==> src/rtl/serial_byte_loader.sv <==
`default_nettype none
// ============================================================================
// Module   : serial_byte_loader
// Function : Assembles a framed serial bit stream into a byte and drives it,
//            with a fixed-length store strobe, into a downstream byte store.
// Revision : 1.0 - initial release
// ============================================================================
module serial_byte_loader #(
  parameter int LSB_FIRST    = 1,
  parameter int STORE_CYCLES = 2
) (
  input  logic       clk,
  input  logic       reset_n,
  input  logic       start,
  input  logic       bit_in,
  input  logic       bit_valid,
  input  logic       abort,
  output logic [7:0] data,
  output logic       store,
  output logic       busy,
  output logic       done,
  output logic [7:0] byte_count
);

  typedef enum logic [1:0] {
    ST_IDLE  = 2'd0,
    ST_SHIFT = 2'd1,
    ST_STORE = 2'd2
  } state_t;

  localparam logic [3:0] C_STORE_LEN = 4'(STORE_CYCLES);

  state_t     state_q,      state_d;
  logic [7:0] shift_q,      shift_d;
  logic [2:0] bit_cnt_q,    bit_cnt_d;
  logic [3:0] store_cnt_q,  store_cnt_d;
  logic [7:0] data_q,       data_d;
  logic       store_q,      store_d;
  logic       busy_q,       busy_d;
  logic       done_q,       done_d;
  logic [7:0] byte_count_q, byte_count_d;

  logic [7:0] shift_next;

  generate
    if (LSB_FIRST != 0) begin : g_lsb_first
      assign shift_next = {bit_in, shift_q[7:1]};
    end else begin : g_msb_first
      assign shift_next = {shift_q[6:0], bit_in};
    end
  endgenerate

  always_comb begin
    state_d      = state_q;
    shift_d      = shift_q;
    bit_cnt_d    = bit_cnt_q;
    store_cnt_d  = store_cnt_q;
    data_d       = data_q;
    store_d      = store_q;
    busy_d       = busy_q;
    done_d       = 1'b0;
    byte_count_d = byte_count_q;

    case (state_q)
      ST_IDLE: begin
        if (start) begin
          state_d   = ST_SHIFT;
          busy_d    = 1'b1;
          bit_cnt_d = 3'd0;
          shift_d   = 8'h00;
        end
      end

      ST_SHIFT: begin
        // abort wins over a coincident bit, even the 8th one
        if (abort) begin
          state_d   = ST_IDLE;
          busy_d    = 1'b0;
          bit_cnt_d = 3'd0;
          shift_d   = 8'h00;
        end else if (bit_valid) begin
          shift_d   = shift_next;
          bit_cnt_d = bit_cnt_q + 3'd1;
          if (bit_cnt_q == 3'd7) begin
            data_d      = shift_next;
            store_d     = 1'b1;
            store_cnt_d = 4'd1;
            state_d     = ST_STORE;
          end
        end
      end

      ST_STORE: begin
        if (store_cnt_q >= C_STORE_LEN) begin
          store_d      = 1'b0;
          done_d       = 1'b1;
          byte_count_d = byte_count_q + 8'd1;
          state_d      = ST_IDLE;
          busy_d       = 1'b0;
        end else begin
          store_cnt_d = store_cnt_q + 4'd1;
        end
      end

      default: begin
        state_d = ST_IDLE;
        busy_d  = 1'b0;
        store_d = 1'b0;
      end
    endcase
  end

  always_ff @(posedge clk) begin
    if (!reset_n) begin
      state_q      <= ST_IDLE;
      shift_q      <= 8'h00;
      bit_cnt_q    <= 3'd0;
      store_cnt_q  <= 4'd0;
      data_q       <= 8'h00;
      store_q      <= 1'b0;
      busy_q       <= 1'b0;
      done_q       <= 1'b0;
      byte_count_q <= 8'h00;
    end else begin
      state_q      <= state_d;
      shift_q      <= shift_d;
      bit_cnt_q    <= bit_cnt_d;
      store_cnt_q  <= store_cnt_d;
      data_q       <= data_d;
      store_q      <= store_d;
      busy_q       <= busy_d;
      done_q       <= done_d;
      byte_count_q <= byte_count_d;
    end
  end

  assign data       = data_q;
  assign store      = store_q;
  assign busy       = busy_q;
  assign done       = done_q;
  assign byte_count = byte_count_q;

endmodule
`default_nettype wire

==> config.mk <==
export PLATFORM = sky130hd
export DESIGN_NAME = serial_byte_loader
export DESIGN_NICKNAME = d
export VERILOG_FILES = /design/src/rtl/serial_byte_loader.sv
export SDC_FILE = /design/constraint.sdc
export NUM_CORES = 1
export LEC_CHECK = 0
export ABC_CLOCK_PERIOD_IN_PS = 1500
export CAP_MARGIN = 20
export CORE_ASPECT_RATIO = 1.5
export CORE_MARGIN = 2
export CORE_UTILIZATION = 47
export DETAILED_ROUTE_END_ITERATION = 10
export HOLD_SLACK_MARGIN = 0.06
export PLACE_DENSITY = 0.75
export SYNTH_ARGS = -nofsm -noshare
export SYNTH_HDL_FRONTEND = slang
export SYNTH_SLANG_ARGS = --single-unit
==> constraint.sdc <==
create_clock -name clk -period 1.5 [get_ports clk]
set_input_delay 0.3 -clock clk [delete_from_list [all_inputs] [get_ports clk]]
set_output_delay 0.3 -clock clk [all_outputs]
set_load 0.005 [all_outputs]
==> run_results.csv, run 1 <==
group,metric,value,unit
layout,final.fill_count,260,
detailed_routing,remaining_drc_errors,0,
critical_path,reg2reg_from,"store_cnt_q[0]",
floorplanning,area_of_the_die,3710,um^2
global_routing,grt_pass1_vias,1262,
global_routing,grt_use_met1,21.7,%
clock_network,clock_latency,290,ps
timing,hold_viol,0,
layout,finish.net_count,219,
timing,transition_time_at_the_pin_with_the_least_slew_margin,291,ps
floorplanning,initial_core_util,48.5,%
floorplanning,die-width,50.4,um
timing,finalClockSkew,5.43,ps
timing,final_critical_path_setup_slack,-29.5,ps
critical_path,critical_path.max_fanout,5,
pwr,power.ir.vdd_worst,0.000853,V
layout,final_cell_mix,"nand2_1 (31), dfxtp_1 (25), clkdlybuf4s50_1 (23)",
logic_synthesis,synthArstFlopShare,0,%
detailed_routing,via_per_inst,5.29,
global_routing,grt_start_max_net_pins,26,
floorplanning,row_count,25,
layout,areaGrowthSynthToFinish,38.0,%
critical_path,reg2reg_depth,6,
critical_path,reg2reg_slack,-30,ps
job,max_cap_viol_count,0,
logic_synthesis,avgSynthCellArea,9.03,um^2
placed_design,io_buffers,24,
floorplanning,coreArea,3130,um^2
logic_synthesis,syn-instance-count,168,
timing,min_period_over_period,102,%
floorplanning,io-pin-count,25,
critical_path,worst-setup-path-type,"reg2reg",
detailed_routing,antenna_violating_nets_post_route,0,
global_routing,grt_util_met3,6.71,%
pwr,p_leak,0.000778,uW
global_routing,busiest_layer,"met2",
logic_synthesis,yosysUniqueCellTypes,37,
placed_design,pre_cts_slack,-372,ps
global_routing,groute.layer.met2.usage,35.7,%
timing,maxClockFrequency,654,MHz
status,failed_checks,"negative setup slack",
logic_synthesis,syn_nets,179,
layout,layout_commonest_cell,"nand2_1",
critical_path,required,1730,ps
timing,setup_viol_count_final,4,
layout,antenna-diode-count,0,
timing,finalCriticalPeriod,1530,ps
logic_synthesis,postSynthRegisterBits,35,
layout,drive_above_1_share,24.4,%
critical_path,critPathCaptureType,"register",
pwr,pwr_per_cell_area,863,nW/um^2
timing,final.setup.tns,-70.1,ps
clock_network,clk_pin_slew_worst_paths,70,ps
detailed_routing,detail_route.iter0.violations,31,
min_path,timing.hold.worst_path_depth,2,
detailed_routing,drt_wl_total,3290,um
placed_design,dpl.hpwl,2350,um
clock_network,numClockSinks,35,
logic_synthesis,synth_top_flop_cell,"dfxtp_1",
timing,setup_repair_after_global_routing_missed_its_margin,"yes",
clock_network,cts-buffers-inserted,5,
logic_synthesis,ys_warn_count,0,
critical_path,worstPathArrival,1760,ps
logic_synthesis,synth-seq-area-share,46.2,%
min_path,hold_class,"reg2reg",
clock_network,cts.hold.buffers_added,0,
clock_network,clk_root_buffer_cell,"clkbuf_8",
status,run_status,"complete, but fails checks",
critical_path,critPathCapture,"store_cnt_q[1]",
timing,timing.final.max_slew_violations,0,
timing,max-slew-margin-rel,80.5,%
critical_path,cp-startpoint,"store_cnt_q[0]",
global_routing,grt_overflow,0,
clock_network,clock_tree.htree_level_count,2,
placed_design,finalWeightedCongestion,0.733,
global_routing,antenna_found_initial,0,
logic_synthesis,post_synth_instance_area,1520,um^2
detailed_routing,dr.pass1.iters,4,
floorplanning,die_height,73.6,um
critical_path,critical_path.startpoint_type,"register",
clock_network,cts_max_path_buffers,2,
clock_network,tritoncts,"done",
critical_path,r2r_end,"store_cnt_q[1]",
layout,multiInputGateArea,826,um^2
global_routing,groute.usage.overall,20.1,%
layout,regArea,716,um^2
detailed_routing,via_count,1318,
logic_synthesis,count_of_flip_flops_with_a_built_in_enable_after_synthesis,0,
placed_design,placement.cell_area,1880,um^2
detailed_routing,route.detailed.wl_per_inst,13.2,um
global_routing,grt_first_pass_wirelength,5580,um
layout,final_design_area_no_fill,2090,um^2
cell type report:
class                           count  share of cell area, %
Clock buffer                        7                   4.60
Clock inverter                      1                  0.359
Inverter                            2                  0.359
Multi-Input combinational cell    122                   39.5
Sequential cell                    35                   34.2
Tap cell                           40                   2.39
Timing Repair Buffer               42                   18.6
worst min-delay path by stage:
stage / slack (ps) / startpoint / end
floorplan: 430 / shift_q[1] / data[0]
global placement: 440 / bit_cnt_q[1] / bit_cnt_q[1]
detailed placement: 450 / shift_q[1] / data[0]
CTS: 460 / data[3] / data[3]
global route: 480 / data[4] / data[4]
finish: 460 / data[3] / data[3]
per-layer routing:
| metal | vias up | routed length, um | share of wire, % |
|---|---|---|---|
| met5 | - | 0 | 0 |
| met4 | 0 | 60 | 1.8 |
| met3 | 8 | 118 | 3.6 |
| met2 | 25 | 1820 | 55 |
| met1 | 624 | 1290 | 39 |
| li1 | 661 | - | - |
report_power, final:
| part | total (uW) | internal [uW] | switching (uW) |
|---|---|---|---|
| registers | 941 | 934 | 7.08 |
| clock network | 752 | 417 | 334 |
| logic | 114 | 62.2 | 52.1 |
| total | 1810 | 1410 | 393 |
metrics by stage:
step / instances / hold slack, ps / utilization (%) / total power [uW]
2_1_floorplan: 168 / 431 / - / 1020
4_1_cts: 248 / 462 / 65.8 / 1820
5_1_grt: 249 / 483 / 66.9 / 1870
3_5_place_dp: 238 / 449 / 60.2 / 1060
3_3_place_gp: 238 / 441 / 60.2 / 1060
6_report: 249 / 458 / 66.9 / 1810
worst max-delay path, stage by stage, from the launching register on:
cell	delay, ps
dfxtp_2	340
inv_2	50
ha_4	150
or4_4	420
or2_4	270
o2bb2ai_2	110
and2_1	130
cells in the mapped netlist, types with 3 or more instances:
cell type	count	area, um^2
buf_2	5	25.0
nor2_1	4	15.0
a21oi_1	4	20.0
a21boi_1	11	82.6
and2_1	6	37.5
clkbuf_1	4	15.0
a21boi_0	9	67.6
or3_1	3	18.8
o31ai_1	3	22.5
nand2b_1	3	18.8
nor2b_1	3	18.8
nand2_1	31	116
dfxtp_1	35	701
o21ai_0	4	20.0
ha_1	5	62.6
nand3_1	11	55.1
kinds of logic after synthesis:
family / synth area share, %
AOI/OAI and AO/OA: 17.3
xor gates and xnor gates: 1.73
adders and majority gates: 4.13
buffers and inverters: 3.13
DFF: 46.2
muxes: 0.660
and+or+nand+nor: 26.8
what timing repair did:
| item | CTS | global route |
|---|---|---|
| setup endpoints to repair | 20 | 32 |
| setup buffers | 2 | 1 |
| pin swaps | 3 | 3 |
| gates resized for setup | 13 | 8 |
sequential cells by signal, indices dropped and copies added (netlist names):
register     count
byte_count       8
data             8
shift_q          7
store_cnt_q      4
bit_cnt_q        3
state_q          2
busy             1
done             1
store            1
(Power assumes the default switching activity.)
==> inputs of run 2 (changes only) <==
Settings changed: ABC_CLOCK_PERIOD_IN_PS 1500 to 1800, CORE_UTILIZATION 47 to 56, PLACE_DENSITY 0.75 to unset, PLACE_DENSITY_LB_ADDON set to 0.08, SKIP_LAST_GASP set to 1.
Clock period 1.5 ns to 1.8 ns, I/O delays scaled along.
==> run_results.csv, run 2 (synthesized netlist as in run 1, its figures left out) <==
group,metric,value,unit
critical_path,worst-setup-path-type,"reg2reg",
status,run_status,"finished clean",
floorplanning,initial_core_util,57.9,%
pwr,power_frac_clock,36.5,%
layout,antenna-diode-count,0,
layout,drive_above_1_share,11.0,%
global_routing,antenna_found_initial,0,
detailed_routing,antenna_violating_nets_post_route,0,
placed_design,dpl.hpwl,2350,um
placed_design,io_buffers,24,
floorplanning,die_height,67.7,um
clock_network,cts_max_path_buffers,2,
critical_path,reg2reg_depth,6,
clock_network,cts-buffers-inserted,5,
clock_network,cts.hold.buffers_added,0,
critical_path,cp_slowest_stage_delay,450,ps
floorplanning,die-width,46.5,um
clock_network,post_cts.repair.setup_buffers,0,
pwr,pwr_per_cell_area,716,nW/um^2
pwr,netSwitchingPower,293,uW
critical_path,r2r_end,"store_cnt_q[1]",
min_path,hold_class,"reg2reg",
critical_path,required,2030,ps
critical_path,critical_path.max_fanout,5,
layout,areaGrowthSynthToFinish,26.5,%
clock_network,clock_tree.htree_level_count,2,
floorplanning,row_count,23,
timing,transition_time_at_the_pin_with_the_least_slew_margin,341,ps
detailed_routing,via_per_inst,5.36,
global_routing,grt_start_max_net_pins,29,
detailed_routing,drt_wl_total,3040,um
layout,layout.cells.non_filler,237,
clock_network,clk_root_buffer_cell,"clkbuf_8",
layout,layout_commonest_cell,"dfxtp_1",
pwr,power.internal,1080,uW
global_routing,grt_first_pass_wirelength,4920,um
job,max_cap_viol_count,0,
clock_network,tritoncts,"done",
timing,finalClockSkew,5.05,ps
pwr,seqPwrFrac,57.2,%
critical_path,path_buf_inv,1,
timing,setup_viol_count_final,0,
timing,timing.final.max_slew_violations,0,
detailed_routing,remaining_drc_errors,0,
clock_network,clock_latency,280,ps
critical_path,critPathCaptureType,"register",
detailed_routing,detail_route.iter0.violations,18,
global_routing,grt_pass1_vias,1210,
critical_path,critical-path-top-delay-family,"simple AND/OR/NAND/NOR gates",
detailed_routing,route.detailed.wl_per_inst,12.8,um
placed_design,finalWeightedCongestion,0.780,
placed_design,pre_cts_slack,-142,ps
timing,hold_viol,0,
layout,final_cell_mix,"dfxtp_1 (35), nand2_1 (31), clkdlybuf4s50_1 (24)",
timing,setup_repair_after_global_routing_missed_its_margin,"no",
clock_network,clk_pin_slew_worst_paths,60,ps
floorplanning,area_of_the_die,3150,um^2
clock_network,numClockSinks,35,
min_path,timing.hold.worst.start,"data[2]",
layout,finish.net_count,212,
detailed_routing,via_count,1270,
placed_design,post-place-cells,231,
floorplanning,coreArea,2620,um^2
layout,final.fill_count,192,
timing,maxClockFrequency,604,MHz
layout,utilization,73.2,%
critical_path,critical_path.startpoint_type,"register",
pwr,swShare,21.3,%
timing,max-slew-margin-rel,77.0,%
critical_path,worstPathArrival,1890,ps
min_path,timing.hold.worst_path_depth,2,
critical_path,reg2reg_from,"store_cnt_q[0]",
critical_path,crit_path_cell_trace,"inv_1 -> ha_1 -> or4_4 -> or2_4 -> o2bb2ai_1 -> and2_1",
global_routing,groute.usage.overall,22.0,%
clock_network,post_cts_resized,0,
pwr,power.share.combinational,6.3,%
detailed_routing,dr.pass1.iters,4,
pwr,power.ir.vdd_worst,0.000480,V
critical_path,reg2reg_slack,140,ps
pwr,p_leak,0.000710,uW
floorplanning,io-pin-count,25,
timing,finalCriticalPeriod,1660,ps
global_routing,grt_overflow,0,
critical_path,worst_path_max_delay_cell,"or4_4",
timing,min_period_over_period,92.0,%
timing,final_critical_path_setup_slack,145,ps
min_path,timing.hold.worst_endpoint,"data[2]",
==> run 2: cell types whose count changed in the layout (fill, tap and decap cells not counted), moves of 2 or more <==
cell and delta:
dfxtp_2 -9, dfxtp_1 +10, clkbuf_8 -2, buf_4 -6, nand3_1 +2
==> run 2: per-stage QoR <==
| stage | TNS [ps] | hold WS [ps] | total power [uW] | instance area [um^2] |
|---|---|---|---|---|
| after detailed placement | -982 | 448 | 889 | 1850 |
| after CTS | 0 | 459 | 1390 | 1920 |
| final | 0 | 456 | 1370 | 1920 |
| after global routing | 0 | 486 | 1420 | 1920 |
| after global placement | 0 | 444 | 884 | 1850 |
| after floorplan | 0 | 431 | 848 | 1520 |
==> run 2: final cells by class <==
type                       count  area, um^2  area share (%)
clock buffer                   6        72.6            3.78
inverter                       2        7.51           0.391
multi-input combinational    122         768            40.1
sequential                    35         701            36.5
tap                           37        46.3            2.41
timing repair buffer          35         323            16.8
==> run 2: per-layer routing <==
metal / vias to the layer above / GRT usage [%] / part of all wire (%)
li1: 645 / - / -
met4: 0 / 10.7 / 2.1
met5: - / 0 / 0
met1: 601 / 21.9 / 39
met2: 17 / 40.8 / 57
met3: 7 / 4.81 / 2.5
==> run 2: power groups by stage <==
stage	clock, uW	combinational (uW)	sequential [uW]
floorplan	0	49.5	799
global placement	0	82.4	802
detailed placement	0	86.6	802
CTS	519	87.2	785
global route	539	94.4	786
finish	502	86.6	785
==> run 2: how the worst max path moves through the flow <==
stage,startpoint,endpoint,depth (start not counted)
floorplan,store_cnt_q[0],store_cnt_q[1],6
global placement,abort,shift_q[2],6
detailed placement,abort,shift_q[7],6
CTS,store_cnt_q[0],store_cnt_q[1],6
global route,abort,shift_q[4],6
finish,store_cnt_q[0],store_cnt_q[1],6
==> run 2: worst register-to-register path, stage by stage, from the launching register on <==
cell and delay [ps]:
dfxtp_1 340, inv_1 70, ha_1 210, or4_4 450
or2_4 290, o2bb2ai_1 130, and2_1 120
==> inputs of run 3 (changes only) <==
Settings changed: CORE_UTILIZATION 56 to 62, DONT_BUFFER_PORTS set to 1, GPL_ROUTABILITY_DRIVEN set to 1.
==> run_results.csv, run 3 (synthesized netlist as in run 1, its figures left out) <==
group,metric,value,unit
critical_path,worst-setup-path-type,"reg2reg",
layout,utilization,66.7,%
timing,min_period_over_period,94.2,%
layout,finish.net_count,181,
status,run_status,"finished clean",
clock_network,tritoncts,"done",
critical_path,critical_path.max_fanout,5,
pwr,power.share.combinational,3.7,%
pwr,power_frac_clock,34.1,%
timing,timing.final.max_slew_violations,0,
clock_network,post_cts.repair.setup_buffers,0,
detailed_routing,dr.pass1.iters,4,
floorplanning,initial_core_util,63.3,%
detailed_routing,remaining_drc_errors,0,
clock_network,cts-buffers-inserted,5,
layout,areaGrowthSynthToFinish,5.36,%
critical_path,reg2reg_from,"store_cnt_q[0]",
min_path,timing.hold.worst.start,"reset_n",
floorplanning,die_height,64.6,um
critical_path,critPathCaptureType,"register",
pwr,seqPwrFrac,62.2,%
critical_path,cp-startpoint,"store_cnt_q[0]",
pwr,power.internal,982,uW
detailed_routing,antenna_violating_nets_post_route,0,
clock_network,clk_pin_slew_worst_paths,100,ps
global_routing,antenna_found_initial,0,
placed_design,placement.cell_area,1540,um^2
floorplanning,io-pin-count,25,
layout,antenna-diode-count,0,
timing,hold_viol,0,
job,max_cap_viol_count,0,
layout,layout_commonest_cell,"dfxtp_1",
critical_path,required,2080,ps
detailed_routing,route.detailed.wl_per_inst,14.2,um
floorplanning,die-width,44.4,um
detailed_routing,via_count,1172,
global_routing,grt_start_max_net_pins,38,
placed_design,dpl.hpwl,2020,um
global_routing,grt_first_pass_wirelength,4890,um
floorplanning,area_of_the_die,2870,um^2
pwr,power.ir.vdd_worst,0.000756,V
clock_network,clock_latency,340,ps
clock_network,cts_max_path_buffers,2,
detailed_routing,detail_route.iter0.violations,16,
global_routing,grt_pass1_vias,1236,
timing,finalClockSkew,11.9,ps
clock_network,numClockSinks,35,
pwr,p_leak,0.000590,uW
timing,transition_time_at_the_pin_with_the_least_slew_margin,407,ps
floorplanning,row_count,22,
layout,final_cell_mix,"dfxtp_1 (35), nand2_1 (31), a21boi_1 (11)",
clock_network,clock_tree.htree_level_count,2,
pwr,swShare,22.1,%
global_routing,grt_overflow,0,
timing,setup_repair_after_global_routing_missed_its_margin,"no",
detailed_routing,via_per_inst,6.04,
critical_path,critical_path.startpoint_type,"register",
clock_network,clk_root_buffer_cell,"clkbuf_4",
timing,whs,128,ps
timing,final.setup.tns,0,ps
min_path,hold_class,"in2reg",
timing,maxClockFrequency,590,MHz
timing,max-slew-margin-rel,72.8,%
layout,drive_above_1_share,10.6,%
timing,finalCriticalPeriod,1690,ps
clock_network,cts.hold.buffers_added,0,
pwr,pwr_per_cell_area,789,nW/um^2
timing,setup_viol_count_final,0,
placed_design,io_buffers,0,
floorplanning,coreArea,2390,um^2
critical_path,worstPathArrival,1970,ps
pwr,netSwitchingPower,279,uW
global_routing,groute.usage.overall,23.3,%
layout,final_design_area_no_fill,1600,um^2
placed_design,finalWeightedCongestion,0.756,
detailed_routing,drt_wl_total,2760,um
[run 3: cell count changes in the layout (fill, tap and decap cells not counted)]
cell and change:
nand3_2 +1, clkbuf_8 -4, clkbuf_4 +5, nand3_1 -1, clkdlybuf4s50_1 -24, clkbuf_1 -1, clkinv_2 +1, buf_4 -7
[run 3: path summary, 6_finish.rpt]
path | depth (start not counted) | slack [ps] | end
setup / recovery | 6 | 110 | store_cnt_q[1]
hold / removal | 2 | 130 | store_cnt_q[2]
setup reg to reg | 6 | 110 | store_cnt_q[1]
hold reg to reg | 2 | 460 | data[0]
[run 3: layer usage]
layer | routed length [um] | global-route usage, %
met4 | 66 | 13.6
met5 | 0 | 0
met2 | 1530 | 42.6
met1 | 1080 | 22.2
met3 | 92 | 5.57
[run 3: stage by stage]
stage / total power (uW) / setup slack (ps) / instances
global route: 1320 / 16.2 / 194
floorplan: 848 / 232 / 168
finish: 1260 / 105 / 194
global placement: 847 / 206 / 187
detailed placement: 848 / 114 / 187
CTS: 1280 / 97.8 / 194
[run 3: cell type report]
class / instances / area, um^2
tap: 24 / 30.0
fill: 191 / 797
sequential: 35 / 701
multi-input combinational: 122 / 773
clock inverter: 1 / 5.00
inverter: 2 / 7.51
timing repair buffer: 4 / 30.0
clock buffer: 6 / 51.3
[run 3: power by group through the flow]
stage / registers [uW] / logic, uW / clock network [uW]
6_report: 785 / 46.1 / 431
5_1_grt: 786 / 51.5 / 481
4_1_cts: 785 / 46.4 / 446
3_5_place_dp: 803 / 46.0 / 0
3_3_place_gp: 802 / 44.8 / 0
2_1_floorplan: 799 / 49.5 / 0
[run 3: critical path, stage by stage, from the launching register on]
cell and delay, ps:
dfxtp_1 350, inv_1 70, ha_1 210, or4_4 450, or2_4 290, o2bb2ai_1 130
and2_1 120
[run 3: timing repair]
| item | CTS | global route |
|---|---|---|
| setup endpoints to repair | 0 | 2 |
| resized for setup | 0 | 1 |
| hold endpoints to repair | 0 | 0 |
